--- config.mk ---
export PLATFORM = sky130hd
export DESIGN_NAME = uart_tx_core_flat
export DESIGN_NICKNAME = d
export VERILOG_FILES = /design/src/rtl/uart_tx_if.sv /design/src/rtl/uart_tx_core.sv /design/src/flat_wrapper.sv
export SDC_FILE = /design/constraint.sdc
export NUM_CORES = 1
export LEC_CHECK = 0
export CORE_ASPECT_RATIO = 0.7
export CORE_UTILIZATION = 55
export DETAILED_ROUTE_END_ITERATION = 10
export GPL_TIMING_DRIVEN = 0
export PLACE_DENSITY = 0.87
export SLEW_MARGIN = 10
export SYNTH_ARGS = -nofsm -noshare
export SYNTH_HDL_FRONTEND = slang
export SYNTH_SLANG_ARGS = --single-unit
--- constraint.sdc ---
create_clock -name clk -period 3.2 [get_ports clk]
set_clock_uncertainty 0.15 [all_clocks]
set_input_delay 0.48 -clock clk [delete_from_list [all_inputs] [get_ports clk]]
set_output_delay 0.48 -clock clk [all_outputs]
set_load 0.05 [all_outputs]
--- src/rtl/uart_tx_if.sv ---
// Character handshake and serial-line bundle between a UART TX client and uart_tx_core.
interface uart_tx_if #(
  parameter int BP_W = 14
);
  logic            tx_valid;
  logic            tx_ready;
  logic [7:0]      tx_data;
  logic [3:0]      data_size;
  logic [BP_W-1:0] bit_period;
  logic            tx_out;
  logic            tx_busy;
  logic            tx_done;

  modport master (
    output tx_valid, tx_data, data_size, bit_period,
    input  tx_ready, tx_out, tx_busy, tx_done
  );

  modport slave (
    input  tx_valid, tx_data, data_size, bit_period,
    output tx_ready, tx_out, tx_busy, tx_done
  );
endinterface

--- src/rtl/uart_tx_core.sv ---
// UART transmitter: start bit, 5/7/8 data bits LSB first, one stop bit, programmable bit period.
//  state   | meaning
//  S_IDLE  | line high, ready for a character
//  S_START | driving the start bit (0)
//  S_DATA  | shifting data bits out LSB first
//  S_STOP  | driving the stop bit (1)
module uart_tx_core #(
  parameter int BP_W = 14
) (
  input  logic    clk,
  input  logic    rst,
  uart_tx_if.slave bus
);
  localparam logic [1:0] S_IDLE  = 2'd0;
  localparam logic [1:0] S_START = 2'd1;
  localparam logic [1:0] S_DATA  = 2'd2;
  localparam logic [1:0] S_STOP  = 2'd3;

  logic [1:0]      state;
  logic [BP_W-1:0] period_q;
  logic [BP_W-1:0] bit_tmr;
  logic [3:0]      size_q;
  logic [3:0]      bit_cnt;
  logic [7:0]      shreg;
  logic            tx_out_q;
  logic            done_q;

  logic [3:0]      eff_size;
  logic [BP_W-1:0] eff_period;
  logic            tmr_tc;
  logic            accept;

  always_comb begin
    case (bus.data_size)
      4'd5:    eff_size = 4'd5;
      4'd7:    eff_size = 4'd7;
      default: eff_size = 4'd8;
    endcase
    eff_period = (bus.bit_period < BP_W'(2)) ? BP_W'(2) : bus.bit_period;
    tmr_tc     = (bit_tmr == period_q - BP_W'(1));
    accept     = bus.tx_valid && (state == S_IDLE);
  end

  always_ff @(posedge clk or posedge rst) begin
    if (rst) begin
      state    <= S_IDLE;
      period_q <= '0;
      bit_tmr  <= '0;
      size_q   <= '0;
      bit_cnt  <= '0;
      shreg    <= '0;
      tx_out_q <= 1'b1;
      done_q   <= 1'b0;
    end else begin
      done_q <= 1'b0;
      case (state)
        S_IDLE: begin
          if (accept) begin
            state    <= S_START;
            shreg    <= bus.tx_data;
            size_q   <= eff_size;
            period_q <= eff_period;
            bit_tmr  <= '0;
            bit_cnt  <= '0;
            tx_out_q <= 1'b0;
          end
        end
        S_START: begin
          if (tmr_tc) begin
            state    <= S_DATA;
            bit_tmr  <= '0;
            bit_cnt  <= '0;
            tx_out_q <= shreg[0];
            shreg    <= shreg >> 1;
          end else begin
            bit_tmr <= bit_tmr + BP_W'(1);
          end
        end
        S_DATA: begin
          if (tmr_tc) begin
            bit_tmr <= '0;
            if (bit_cnt == size_q - 4'd1) begin
              state    <= S_STOP;
              tx_out_q <= 1'b1;
            end else begin
              bit_cnt  <= bit_cnt + 4'd1;
              tx_out_q <= shreg[0];
              shreg    <= shreg >> 1;
            end
          end else begin
            bit_tmr <= bit_tmr + BP_W'(1);
          end
        end
        S_STOP: begin
          if (tmr_tc) begin
            state    <= S_IDLE;
            bit_tmr  <= '0;
            done_q   <= 1'b1;
            tx_out_q <= 1'b1;
          end else begin
            bit_tmr <= bit_tmr + BP_W'(1);
          end
        end
        default: state <= S_IDLE;
      endcase
    end
  end

  assign bus.tx_out   = tx_out_q;
  assign bus.tx_busy  = (state != S_IDLE);
  assign bus.tx_ready = (state == S_IDLE);
  assign bus.tx_done  = done_q;
endmodule

--- src/flat_wrapper.sv ---
// flat-port wrapper written by rule: the top's interface ports become plain ports
module uart_tx_core_flat 
#(
  parameter int BP_W = 14
)
  (clk, rst, bus_tx_valid, bus_tx_data, bus_data_size, bus_bit_period, bus_tx_ready, bus_tx_out, bus_tx_busy, bus_tx_done);
  uart_tx_if #(.BP_W(BP_W)) bus_i ();
  input  logic clk;
  input  logic rst;
  input wire logic [$bits(bus_i.tx_valid)-1:0] bus_tx_valid;
  input wire logic [$bits(bus_i.tx_data)-1:0] bus_tx_data;
  input wire logic [$bits(bus_i.data_size)-1:0] bus_data_size;
  input wire logic [$bits(bus_i.bit_period)-1:0] bus_bit_period;
  output wire logic [$bits(bus_i.tx_ready)-1:0] bus_tx_ready;
  output wire logic [$bits(bus_i.tx_out)-1:0] bus_tx_out;
  output wire logic [$bits(bus_i.tx_busy)-1:0] bus_tx_busy;
  output wire logic [$bits(bus_i.tx_done)-1:0] bus_tx_done;
  assign bus_i.tx_valid = bus_tx_valid;
  assign bus_i.tx_data = bus_tx_data;
  assign bus_i.data_size = bus_data_size;
  assign bus_i.bit_period = bus_bit_period;
  assign bus_tx_ready = bus_i.tx_ready;
  assign bus_tx_out = bus_i.tx_out;
  assign bus_tx_busy = bus_i.tx_busy;
  assign bus_tx_done = bus_i.tx_done;
  uart_tx_core #(.BP_W(BP_W)) u_core (.clk(clk), .rst(rst), .bus(bus_i));
endmodule
==> impl_metrics.yaml <==
synthesis:
  yosysSeqAreaShare_pct: 41.7
  synth_top_cell_by_area: "dfrtp_1"
  synth.net_count: 323
  synth_top_flop_cell: "dfrtp_1"
  synthesis.area_um2: 2820
  synthTopCellsByCount: "dfrtp_1, mux2_2, nor2_1, o21ai_0, nand3_1"
  synth-warning-count: 0
  synthCells: 284
  syn_avg_cell_area_um2: 9.94
  async_flop_share_pct: 100
  synth_edf_count: 0
  synth_most_common_cell: "dfrtp_1"
  ys_types: 46
  yosys.area.top_type_share_pct: 40.8
  ys_top_cells_by_area: "dfrtp_1, mux2_2, xor2_1"
  ys_ff_latch: 47
pwr:
  leakage_nw: 1.45
  intPower_w: 0.00167
  p_clk_share_pct: 12.3
  pwr_density_cell_nw_per_um2: 839
  p_total_w: 0.00290
  p_seq_share_pct: 34.4
  power_frac_comb_pct: 53.3
  power.net_switching_w: 0.00123
  ir_worst_vdd_v: 0.000415
  power.share.switching_pct: 42.4
final_layout:
  multi_input_area_um2: 1610
  syn_to_final_growth_pct: 22.4
  stdcell_count: 403
  fillers: 331
  drive_above_1_share_pct: 19.2
  final_util_pct: 71.1
  n_antenna_cell: 0
  nets: 372
  seqCellArea_um2: 1180
floorplan:
  ios: 33
  fp.dieArea_um2: 5430
  initial_core_util_pct: 58.1
  rows: 21
  die_w_um: 87.6
  die_h_um: 62.0
  core_um2: 4860
place:
  hpwl_um: 4580
  placedCellCount: 386
  io_buffer_count: 32
  place_congestion: 0.852
  post-place-ws_ns: -0.0333
worst_setup_path:
  worstSetupPathType: "reg2reg"
  crit_path_end_kind: "flop"
  cp.required_ns: 3.24
  start_kind: "flop"
  crit_arrival_ns: 3.22
  critPathMaxFanout: 5
route:
  via_per_inst: 5.83
  antenna_left: 0
  wl_per_cell_um: 16.0
  vias: 2350
  first_pass_iters: 4
  drcViolationCount: 0
  routed_wl_um: 6460
  drtIter0Drc: 136
job:
  drv_cap: 0
clock_tree:
  clk_latency_ns: 0.30
  htree_num_levels: 2
  clk_path_buf_depth: 2
  clock-root-buffer: "clkbuf_8"
  clkSlewWorstSetupHoldPaths_ns: 0.08
  cts_buffers: 5
  cts_num_sinks: 47
  cts_tree: "yes"
sta:
  setup_violations: 0
  fin_crit_ns: 3.18
  tightest_slew_ns: 0.657
  slew_viol_final: 0
  final_hold_viol_count: 0
  min_period_over_period_pct: 99.5
  rsz0062_at_grt: "true"
  fmax_mhz: 314
  fin_ws_ns: 0.0169
  hold_slack_ns: 0.348
  relSlewSlack_pct: 56.0
global_routing:
  grt_util_all_layers_pct: 25.4
  grt.overflow.total: 0
  grt_pass1_vias: 2230
  antenna_found_initial: 0
  grt_max_degree: 26
  grt_pass1_wl_um: 10400
worst_hold_path:
  hold_path_class: "reg2reg"
run_status:
  status: "finished clean"
-- state kept, by name, summed over array words and instances, names as in the netlist --
register	cells
u_core.bus.tx_done	1
u_core.bit_tmr	14
u_core.bus.tx_out	1
u_core.bit_cnt	4
u_core.size_q	3
u_core.state	2
u_core.shreg	8
u_core.period_q	14
-- routing by layer --
| metal | GRT usage, % | wire (um) | vias to the layer above |
|---|---|---|---|
| met3 | 4.49 | 292 | 11 |
| li1 | - | - | 1112 |
| met1 | 35.4 | 3090 | 1145 |
| met4 | 8.20 | 77 | 0 |
| met2 | 41.2 | 3010 | 82 |
| met5 | 0 | 0 | - |
-- through the flow --
stage | setup TNS (ns) | area (um2)
floorplan | 0 | 2820
global placement | -0.0924 | 3230
detailed placement | -0.202 | 3250
CTS | 0 | 3360
global route | -0.590 | 3460
finish | 0 | 3460
-- cell type report --
cell class                      instances  share of cell area [%]
Clock inverter                          2                   0.362
Buffer                                 11                    1.41
Clock buffer                            6                    2.10
Timing Repair Buffer                   41                    11.6
Tap cell                               69                    2.50
Sequential cell                        47                    34.1
Multi-Input combinational cell        214                    46.5
Inverter                               13                    1.41
-- cells by family (layout without fill, tap and decap cells) --
logic type                 after synthesis  after routing  synth area share, %
and+or+nand+nor                        101            101                 19.5
AOI/OAI and AO/OA                       41             42                 9.39
adders and majority gates               10             10                 4.43
buffers and inverters                   24             73                 3.23
xor gates and xnor gates                28             28                 8.68
muxes                                   33             33                 13.0
DFF                                     47             47                 41.7
-- power groups by stage --
| stage | clock, W | sequential, W | combinational [W] |
|---|---|---|---|
| floorplan | 0 | 0.000963 | 0.00110 |
| global placement | 0 | 0.000990 | 0.00133 |
| detailed placement | 0 | 0.00100 | 0.00141 |
| CTS | 0.000359 | 0.000997 | 0.00144 |
| global route | 0.000385 | 0.00102 | 0.00168 |
| finish | 0.000357 | 0.000999 | 0.00155 |
-- final timing paths --
kind | endpoint | slack [ns] | startpoint | depth (start not counted)
setup / recovery | u_core.shreg[7]$_DFFE_PP0P_ | 0.02 | u_core.period_q[2]$_DFFE_PP0P_ | 9
hold / removal | u_core.bus.tx_out$_DFFE_PP1P_ | 0.35 | u_core.bus.tx_out$_DFFE_PP1P_ | 2
setup reg to reg | u_core.shreg[7]$_DFFE_PP0P_ | 0.02 | u_core.period_q[2]$_DFFE_PP0P_ | 9
hold reg to reg | u_core.bus.tx_out$_DFFE_PP1P_ | 0.35 | u_core.bus.tx_out$_DFFE_PP1P_ | 2
max in group asynchronous | u_core.bus.tx_out$_DFFE_PP1P_ | 1.94 | rst | 3
min in group asynchronous | u_core.shreg[3]$_DFFE_PP0P_ | 0.37 | rst | 2
-- timing repair --
action	4_1_cts	5_1_grt
cloned	1	0
pin swaps	1	8
setup endpoints to repair	8	18
buffers inserted	1	7
hold buffers	0	0
resized for setup	1	11
-- worst max-delay path, cell delays in order (launching register included) --
cell and delay, ns:
dfrtp_2 0.42, or4_4 0.55, buf_4 0.17, a211o_1 0.22
a21boi_0 0.26, o221ai_2 0.21, nor4_4 0.28, nand2_2 0.17
a21oi_4 0.27, mux2_2 0.37
-- layout by cell type (no fill, tap or decap), drive strengths merged, types with 15 or more instances in the layout --
cell type | synthesis | layout
nand2 | 15 | 15
o21ai | 18 | 18
clkdlybuf4s50 | 0 | 32
dfrtp | 46 | 46
mux2 | 30 | 30
nor2 | 23 | 23
xor2 | 15 | 15
clkbuf | 9 | 15
nand3 | 16 | 16
Note: power is estimated with default switching activity, not from simulation.
